$ cat src/rtl/ret_stack.sv
// Return-address stack: circular buffer that pushes on call and pops on ret. Top of stack is combinational (zero latency).
// Stall holds all state. A push when full overwrites the oldest entry and sets ovf; a pop when empty sets unf. Both flags are sticky.
module ret_stack #(
    parameter int DEPTH_LOG2 = 3
) (
    input  logic                  clk,
    input  logic                  rst_n,
    input  logic                  call,
    input  logic                  ret,
    input  logic [15:0]           pc_plus1,
    input  logic                  stall,
    input  logic                  clr_err,
    output logic [15:0]           addr_ret,
    output logic [DEPTH_LOG2:0]   count,
    output logic                  empty,
    output logic                  full,
    output logic                  ovf,
    output logic                  unf
);

    localparam int DEPTH = 1 << DEPTH_LOG2;
    localparam logic [DEPTH_LOG2:0]   DEPTH_CNT = (DEPTH_LOG2 + 1)'(DEPTH);
    localparam logic [DEPTH_LOG2:0]   CNT_ONE   = (DEPTH_LOG2 + 1)'(1);
    localparam logic [DEPTH_LOG2-1:0] TP_ONE    = DEPTH_LOG2'(1);

    logic [15:0]           mem_q [DEPTH];
    logic [DEPTH_LOG2-1:0] tp_q, tp_d;
    logic [DEPTH_LOG2:0]   count_q, count_d;
    logic                  ovf_q, ovf_d;
    logic                  unf_q, unf_d;

    logic                  wr_en;
    logic [DEPTH_LOG2-1:0] wr_addr;
    logic                  is_empty, is_full;
    logic                  ovf_evt, unf_evt, clr_eff;

    assign is_empty = (count_q == '0);
    assign is_full  = (count_q == DEPTH_CNT);

    always_comb begin
        tp_d    = tp_q;
        count_d = count_q;
        wr_en   = 1'b0;
        wr_addr = tp_q;
        ovf_evt = 1'b0;
        unf_evt = 1'b0;
        if (!stall) begin
            // call+ret together on a non-empty stack is a tail call: replace the top in place
            if (call && ret && !is_empty) begin
                wr_en   = 1'b1;
                wr_addr = tp_q;
            end else if (call) begin
                tp_d    = tp_q + TP_ONE;
                wr_en   = 1'b1;
                wr_addr = tp_q + TP_ONE;
                if (is_full) begin
                    ovf_evt = 1'b1;
                end else begin
                    count_d = count_q + CNT_ONE;
                end
            end else if (ret) begin
                if (is_empty) begin
                    unf_evt = 1'b1;
                end else begin
                    tp_d    = tp_q - TP_ONE;
                    count_d = count_q - CNT_ONE;
                end
            end
        end
        clr_eff = clr_err && !stall;
        ovf_d   = ovf_evt | (ovf_q & ~clr_eff);
        unf_d   = unf_evt | (unf_q & ~clr_eff);
    end

    always_ff @(posedge clk or negedge rst_n) begin
        if (!rst_n) begin
            tp_q    <= '0;
            count_q <= '0;
            ovf_q   <= 1'b0;
            unf_q   <= 1'b0;
        end else begin
            tp_q    <= tp_d;
            count_q <= count_d;
            ovf_q   <= ovf_d;
            unf_q   <= unf_d;
        end
    end

    // Entries are unreset storage; count gates visibility of stale data.
    always_ff @(posedge clk) begin
        if (wr_en) begin
            mem_q[wr_addr] <= pc_plus1;
        end
    end

    assign addr_ret = is_empty ? 16'h0000 : mem_q[tp_q];
    assign count    = count_q;
    assign empty    = is_empty;
    assign full     = is_full;
    assign ovf      = ovf_q;
    assign unf      = unf_q;

endmodule

$ cat config.mk
export PLATFORM = sky130hd
export DESIGN_NAME = ret_stack
export DESIGN_NICKNAME = d
export VERILOG_FILES = /design/src/rtl/ret_stack.sv
export SDC_FILE = /design/constraint.sdc
export NUM_CORES = 1
export LEC_CHECK = 0
export CORE_MARGIN = 1
export CORE_UTILIZATION = 35
export CTS_BUF_LIST = sky130_fd_sc_hd__clkbuf_8
export CTS_CLUSTER_SIZE = 25
export DETAILED_ROUTE_END_ITERATION = 8
export GPL_TIMING_DRIVEN = 0
export PLACE_DENSITY = 0.63
export SYNTH_ARGS = -nofsm -noshare
export SYNTH_HDL_FRONTEND = slang
export SYNTH_SLANG_ARGS = --single-unit
$ cat constraint.sdc
create_clock -name clk -period 5.2 [get_ports clk]
set_input_delay 1.04 -clock clk [delete_from_list [all_inputs] [get_ports clk]]
set_output_delay 1.04 -clock clk [all_outputs]
set_load 0.03 [all_outputs]
==> results of run 1 <==
-- registers in the layout, summed over array words and instances, names as in the netlist --
register,count
count,4
ovf,1
mem_q,128
unf,1
tp_q,3
-- area by class of cell --
cell class / count / area (µm²) / share of cell area [%]
plain buffers: 18 / 82.6 / 1.20
clock inverters: 14 / 109 / 1.58
clock buffers: 17 / 234 / 3.39
flip-flops and latches: 137 / 4070 / 59.0
inverters: 4 / 15.0 / 0.218
well taps: 216 / 270 / 3.92
multi-input cells: 144 / 1570 / 22.7
repair buffers: 52 / 557 / 8.07
-- path summary, 6_finish.rpt --
path / start / endpoint / cells past startpoint
min in group asynchronous: rst_n / count[2] / 1
max in group asynchronous: rst_n / tp_q[1] / 1
setup / recovery: count[1] / addr_ret[8] / 4
hold / removal: ovf / ovf / 1
setup reg to reg: tp_q[0] / mem_q[1][9] / 8
hold reg to reg: ovf / ovf / 1
-- cell usage in the layout, fill, tap and decap left out, types with 5 or more instances in the layout --
cell type / count
dfrtp_1: 9
nor2_1: 20
ha_1: 6
mux2i_1: 18
clkbuf_1: 9
clkdlybuf4s50_1: 44
inv_1: 5
buf_2: 6
a21oi_2: 6
clkbuf_8: 17
mux4_2: 32
nand4_1: 5
nand3_1: 5
edfxtp_1: 128
buf_8: 7
-- per-layer routing --
layer	wire length (µm)	up-vias	part of all wire, %	global-route usage (%)
li1	-	1385	-	-
met1	5200	1573	45	20.8
met2	5670	94	49	24.3
met3	553	17	4.7	4.71
met4	227	0	1.9	6.02
met5	0	-	0	0
-- power breakdown --
part	internal [W]	leakage [nW]	switching (W)
clock network	0.000367	0.171	0.000393
registers	0.00134	1.27	0.0000643
logic	0.000684	0.826	0.000908
-- cell usage after synthesis (all sizes together) (2+ instances only) --
master | instances | area, µm²
o21ai | 2 | 10.0
a21o | 2 | 15.0
a21oi | 9 | 45.0
nand2b | 2 | 12.5
edfxtp | 128 | 3840
nor4 | 2 | 18.8
clkbuf | 9 | 33.8
and3 | 3 | 18.8
xor2 | 2 | 17.5
mux2i | 18 | 180
nand4 | 5 | 31.3
nor3 | 3 | 15.0
or4 | 3 | 22.5
nand2 | 3 | 11.3
a31oi | 3 | 18.8
dfrtp | 9 | 225
mux4 | 32 | 721
buf | 9 | 48.8
mux2 | 2 | 22.5
nor2 | 22 | 82.6
a32o | 2 | 20.0
ha | 6 | 75.1
nor2b | 2 | 12.5
inv | 4 | 15.0
xnor2 | 3 | 26.3
nand3 | 5 | 25.0
o31ai | 2 | 15.0
-- worst max-delay path, cell delays in order (launching register included) --
cell,delay [ns]
dfrtp_1,0.51
nor4_2,1.09
clkbuf_1,0.53
nor2_1,0.17
clkdlybuf4s50_1,0.63
-- per-stage QoR --
stage	std cells	utilization, %
global route	602	43.4
global placement	563	40.4
CTS	602	43.4
detailed placement	571	41.3
finish	602	43.4
floorplan	303	-
-- cell families after synthesis --
family	count (synthesis)
adders and majority gates	7
buffers and inverters	22
muxes	52
xor gates and xnor gates	5
AOI/OAI and AO/OA	24
DFF	137
and+or+nand+nor	56
==> reports/metrics.cfg, run 1 <==
[final_layout]
stdcell_area_um2=6900
antenna_cells=0
area_growth_pct=21.0
filler_cell_count=1431
drive_gt1_share_pct=22.3
nets=403

[cts]
cts_buffers=17
clk_pin_slew_ns=0.07
htreeDepth=4
post_cts_buffers=0
clock_sinks=137
cts_tree=yes
cts_hold_buffers=0
clkLatencyLatePin_ns=0.44
cts_resized=0
clk_path_buf_depth=2
cts_root_buf=clkbuf_8

[sta]
worst_pin_slew_ns=1.23
fin_worst_skew_ns=0.00762
fin_crit_sh_pct=84.9
holdWs_ns=0.497
maxSlewViolCount=0
setup-violations-final=0
slew_headroom_pct=17.1
rsz0062_at_grt=no
setup_ws_ns=0.787
hold_viol=0
fmax_ghz=0.227
timing.setup.tns_ns=0
min_period_ns=4.41

[drt]
vias_per_cell=5.10
wl_per_cell_um=19.4
drtIter0Drc=208
first_pass_iters=4
route.vias.total=3069
ant_nets=0
routed_wl_um=11700
drc=0

[grt]
track_usage_pct=15.7
grt_pass1_wl_um=18700
grt_max_degree=17
grt.overflow.total=0
grt_pass1_vias=3244
antenna_found_initial=0

[critical_path]
start_kind=flop
crit_fanout=10
crit_type=reg -> out
cp-end-kind=output pin
reg2reg_slack_ns=2.20
required_ns=4.16
arrival_ns=3.37

[logic_synthesis]
synth_seq_area_share_pct=71.3
synth_xor_area_share_pct=0.768
synthMuxAreaShare_pct=16.2
synth-simple-area-share_pct=5.24
ys_dominant_reg_cell=edfxtp_1
ys_seq_elements=137
yosysUniqueCellTypes=41
synth_edf_count=128
synth_top_family_by_area=multiplexers
netlist_area_um2=5700
synth_compound_area_share_pct=3.09
async_reset_ff_share_pct=6.57
ys_warn_count=0
postSynthCellCount=303
synth_fa_ha_area_share_pct=1.67
syn-num-nets=332
syn_avg_cell_area_um2=18.8

[pwr]
powerDensity_nw_per_um2=544
ir_worst_vdd_mv=0.260
finalPower_w=0.00375
cellLeakagePower_nw=2.26

[floorplanning]
core-area_um2=15900
dieWidth_um=130
start_util_pct=35.9
ioPinCount=46
num_rows=46
dieArea_um2=16800
die-height_um=130

[placed_design]
post-dp-hpwl_um=7500
dpl_cell_area_um2=6560
gp_congestion=0.767
port_buffers=44
place_ws_ns=1.04

[outcome]
status=finished clean

[min_path]
worstHoldPathType=reg -> reg

[run]
maxCapViolCount=0

Note: power is estimated with default switching activity, not from simulation.
==> inputs of run 2 (changes only) <==
Clock period 5.2 ns to 4.5 ns, I/O delays scaled along.
==> reports/metrics.cfg, run 2 (synthesis gave the netlist of run 1 again) <==
[outcome]
status=finished clean

[min_path]
hold_start=ovf
worstHoldPathType=reg -> reg
min_delay_worst_endpoint=ovf
hold_depth=1

[cts]
clkLatencyLatePin_ns=0.44
cts_tree=yes
cts_hold_buffers=0
clk_pin_slew_ns=0.07
clk_path_buf_depth=2
cts_buffers=17
clock_sinks=137
cts_root_buf=clkbuf_8
htreeDepth=4

[final_layout]
nets=403
top_register=mem_q
largest_register_ffs=128
drive_gt1_share_pct=22.3
final_common_cell=edfxtp_1
seqCellArea_um2=4070
final_cell_mix=edfxtp_1 (128), clkdlybuf4s50_1 (44), mux4_2 (32)
multiInputGateArea_um2=1570
antenna_cells=0
final_util_pct=43.5
layout.cells.non_filler=602
filler_cell_count=1428
area_growth_pct=21.1

[critical_path]
max_stage_delay_ns=0.76
crit_type=reg -> out
crit_fanout=10
required_ns=3.60
arrival_ns=3.05
slowest_stage=nor4_4
rr_endpoint=mem_q[1][9]
rr_worst_depth=8
timing.critical_path.buf_inv=2
cp_num_cells=4
r2r-start=tp_q[0]
critical-path-top-delay-family=buffers and inverters
cp-end-kind=output pin
reg2reg_slack_ns=1.50
worstPathCellList=nor4_4, clkbuf_1, nor2_1, clkdlybuf4s50_1
start_kind=flop

[sta]
worst_pin_slew_ns=0.906
fin_worst_skew_ns=0.0110
maxSlewViolCount=0
min_period_ns=3.95
fmax_ghz=0.253
setup-violations-final=0
slew_headroom_pct=39.6
fin_crit_sh_pct=87.8
rsz0062_at_grt=no
holdWs_ns=0.497
hold_viol=0
setup_ws_ns=0.550

[drt]
drtIter0Drc=201
drc=0
vias_per_cell=5.08
route.vias.total=3059
routed_wl_um=11700
ant_nets=0
first_pass_iters=6
wl_per_cell_um=19.4

[floorplanning]
dieArea_um2=16800
core-area_um2=15900
die-height_um=130
num_rows=46
start_util_pct=35.9
dieWidth_um=130
ioPinCount=46

[grt]
grt_pass1_vias=3244
antenna_found_initial=0
grt_max_degree=17
grt_pass1_wl_um=18700
grt.overflow.total=0
track_usage_pct=15.7

[placed_design]
gp_congestion=0.767
place_inst=571
place_ws_ns=0.475
post-dp-hpwl_um=7500
port_buffers=44

[pwr]
ir_worst_vdd_mv=0.301
powerDensity_nw_per_um2=629
cellLeakagePower_nw=2.27

[run]
maxCapViolCount=0

-- run 2: cell counts in the layout (fill, tap and decap cells not counted) --
Identical to the previous run, type by type.
-- run 2: layout make-up --
class / count / area share [%]
multi-input combinational: 144 / 22.8
clock buffer: 17 / 3.39
sequential: 137 / 58.9
timing repair buffer: 52 / 8.06
clock inverter: 14 / 1.58
buffer: 18 / 1.20
tap: 216 / 3.91
inverter: 4 / 0.217
-- run 2: how the worst max path moves through the flow --
stage | to | slack (ns) | startpoint
6_report | addr_ret[8] | 0.55 | count[1]
5_1_grt | addr_ret[6] | 0.34 | count[1]
4_1_cts | addr_ret[8] | 0.12 | count[1]
3_5_place_dp | mem_q[5][5] | 0.48 | call
3_3_place_gp | mem_q[5][5] | -0.53 | call
2_1_floorplan | mem_q[5][0] | 1.03 | call
-- run 2: report_power, final --
part | leakage (nW) | switching (W) | internal [W]
Clock | 0.171 | 0.000456 | 0.000424
Combinational | 0.828 | 0.00105 | 0.000793
Sequential | 1.27 | 0.0000797 | 0.00154
-- run 2: layer usage --
layer / track usage [%] / vias up / share of wire, %
li1: - / 1382 / -
met4: 6.02 / 0 / 1.7
met3: 4.71 / 15 / 4.7
met1: 20.8 / 1575 / 44
met2: 24.3 / 87 / 49
met5: 0 / - / 0
-- run 2: metrics by stage --
| step | instance area, µm² | TNS, ns | total power (W) |
|---|---|---|---|
| detailed placement | 6560 | 0 | 0.00351 |
| global route | 6910 | 0 | 0.00459 |
| global placement | 6410 | -19.24 | 0.00345 |
| floorplan | 5700 | 0 | 0.00284 |
| finish | 6910 | 0 | 0.00435 |
| CTS | 6900 | 0 | 0.00439 |
-- run 2: what timing repair did --
action                     CTS  global route
setup endpoints to repair    0             5
buffers inserted             0             0
resized for setup            0             1
==> inputs of run 3 (changes only) <==
Settings changed: MAX_ROUTING_LAYER set to met4.
==> reports/metrics.cfg, run 3 (synthesis gave the netlist of run 1 again) <==
[sta]
maxSlewViolCount=0
slew_headroom_pct=38.5
min_period_ns=3.94
worst_pin_slew_ns=0.922
hold_viol=0
timing.setup.tns_ns=0
rsz0062_at_grt=no
fmax_ghz=0.254
fin_crit_sh_pct=87.6
holdWs_ns=0.497
fin_worst_skew_ns=0.00817
setup-violations-final=0

[critical_path]
r2r-start=tp_q[0]
rr_endpoint=mem_q[1][9]
reg2reg_slack_ns=1.50
required_ns=3.60
critical-path-top-delay-family=buffers and inverters
cp-end-kind=output pin
crit_type=reg -> out
start_kind=flop
max_stage_delay_ns=0.76
timing.critical_path.buf_inv=2
cp_num_cells=4
rr_worst_depth=8
worstPathCellList=nor4_4, clkbuf_1, nor2_1, clkdlybuf4s50_1
arrival_ns=3.04
crit_fanout=10
slowest_stage=nor4_4

[grt]
grt.overflow.total=0
antenna_found_initial=0
grt_pass1_vias=3247
grt_max_degree=17
grt_pass1_wl_um=18700
track_usage_pct=16.1

[cts]
cts_hold_buffers=0
htreeDepth=4
clkLatencyLatePin_ns=0.44
cts_tree=yes
cts_buffers=17
clock_sinks=137
clk_pin_slew_ns=0.07
post_cts_buffers=0
clk_path_buf_depth=2
cts_root_buf=clkbuf_8

[run]
maxCapViolCount=0

[floorplanning]
dieWidth_um=130
start_util_pct=35.9
core-area_um2=15900
dieArea_um2=16800
ioPinCount=46
die-height_um=130
num_rows=46

[min_path]
hold_start=ovf
min_delay_worst_endpoint=ovf
worstHoldPathType=reg -> reg
hold_depth=1

[final_layout]
top_register=mem_q
nets=403
area_growth_pct=21.1
layout.cells.non_filler=602
antenna_cells=0
seqCellArea_um2=4070
final_common_cell=edfxtp_1
drive_gt1_share_pct=22.3
filler_cell_count=1428
multiInputGateArea_um2=1570
final_cell_mix=edfxtp_1 (128), clkdlybuf4s50_1 (44), mux4_2 (32)
largest_register_ffs=128

[placed_design]
gp_congestion=0.778
place_inst=571
post-dp-hpwl_um=7500
port_buffers=44

[pwr]
pwr-share-comb_pct=42.4
powerDensity_nw_per_um2=629
p_switching_w=0.00159
cellLeakagePower_nw=2.27
power.share.clock_pct=20.2
switching_share_pct=36.5
p_int_w=0.00276
seqPwrFrac_pct=37.4
ir_worst_vdd_mv=0.301

[drt]
first_pass_iters=4
drtIter0Drc=210
vias_per_cell=5.11
wl_per_cell_um=19.4
route.vias.total=3076
drc=0
ant_nets=0
routed_wl_um=11700

[outcome]
status=finished clean

[run 3: cell counts in the layout (fill, tap and decap cells not counted)]
Identical to the previous run, type by type.
[run 3: final cells by class]
cell class	instances	share of cell area (%)
Clock buffer	17	3.39
Timing Repair Buffer	52	8.06
Multi-Input combinational cell	144	22.8
Tap cell	216	3.91
Sequential cell	137	58.9
Inverter	4	0.217
Clock inverter	14	1.58
Buffer	18	1.20
[run 3: through the flow]
stage | worst slack [ns] | area [µm²] | power, W | utilization [%]
2_1_floorplan | 1.03 | 5700 | 0.00284 | -
3_3_place_gp | -0.529 | 6410 | 0.00345 | 40.4
3_5_place_dp | 0.475 | 6560 | 0.00351 | 41.3
4_1_cts | 0.120 | 6900 | 0.00439 | 43.4
5_1_grt | 0.343 | 6910 | 0.00459 | 43.5
6_report | 0.557 | 6910 | 0.00435 | 43.5
[run 3: what timing repair did]
action	in CTS	in global routing
endpoints found under the hold margin	0	0
resized for setup	0	1
endpoints found under the setup margin	0	5
[run 3: how the worst max path moves through the flow]
stage              from          end  slack, ns
2_1_floorplan      call  mem_q[5][0]       1.03
3_3_place_gp       call  mem_q[5][5]      -0.53
3_5_place_dp       call  mem_q[5][5]       0.48
4_1_cts        count[1]  addr_ret[8]       0.12
6_report       count[1]  addr_ret[8]       0.56
5_1_grt        count[1]  addr_ret[6]       0.34
[run 3: power by group through the flow]
stage	registers (W)	logic [W]	clock network (W)
after global routing	0.00164	0.00199	0.000961
final	0.00162	0.00184	0.000878
after floorplan	0.00168	0.00116	0
after global placement	0.00165	0.00180	0
after detailed placement	0.00165	0.00187	0
after CTS	0.00162	0.00187	0.000901
[run 3: worst register-to-register path: cells and delay by family, from the launching register on]
kind	cells	cell delay, ns
adder cells (fa/ha/maj)	1	0.32
flip-flops	1	0.36
buffers and inverters	4	0.89
AO/OA/AOI/OAI	2	0.68
AND/OR/NAND/NOR	1	0.44
[run 3: layer usage]
metal  track usage (%)  wire length, µm
met4              6.43              214
met5                 -                0
met2              24.3             5660
met1              20.8             5200
met3              4.13              614
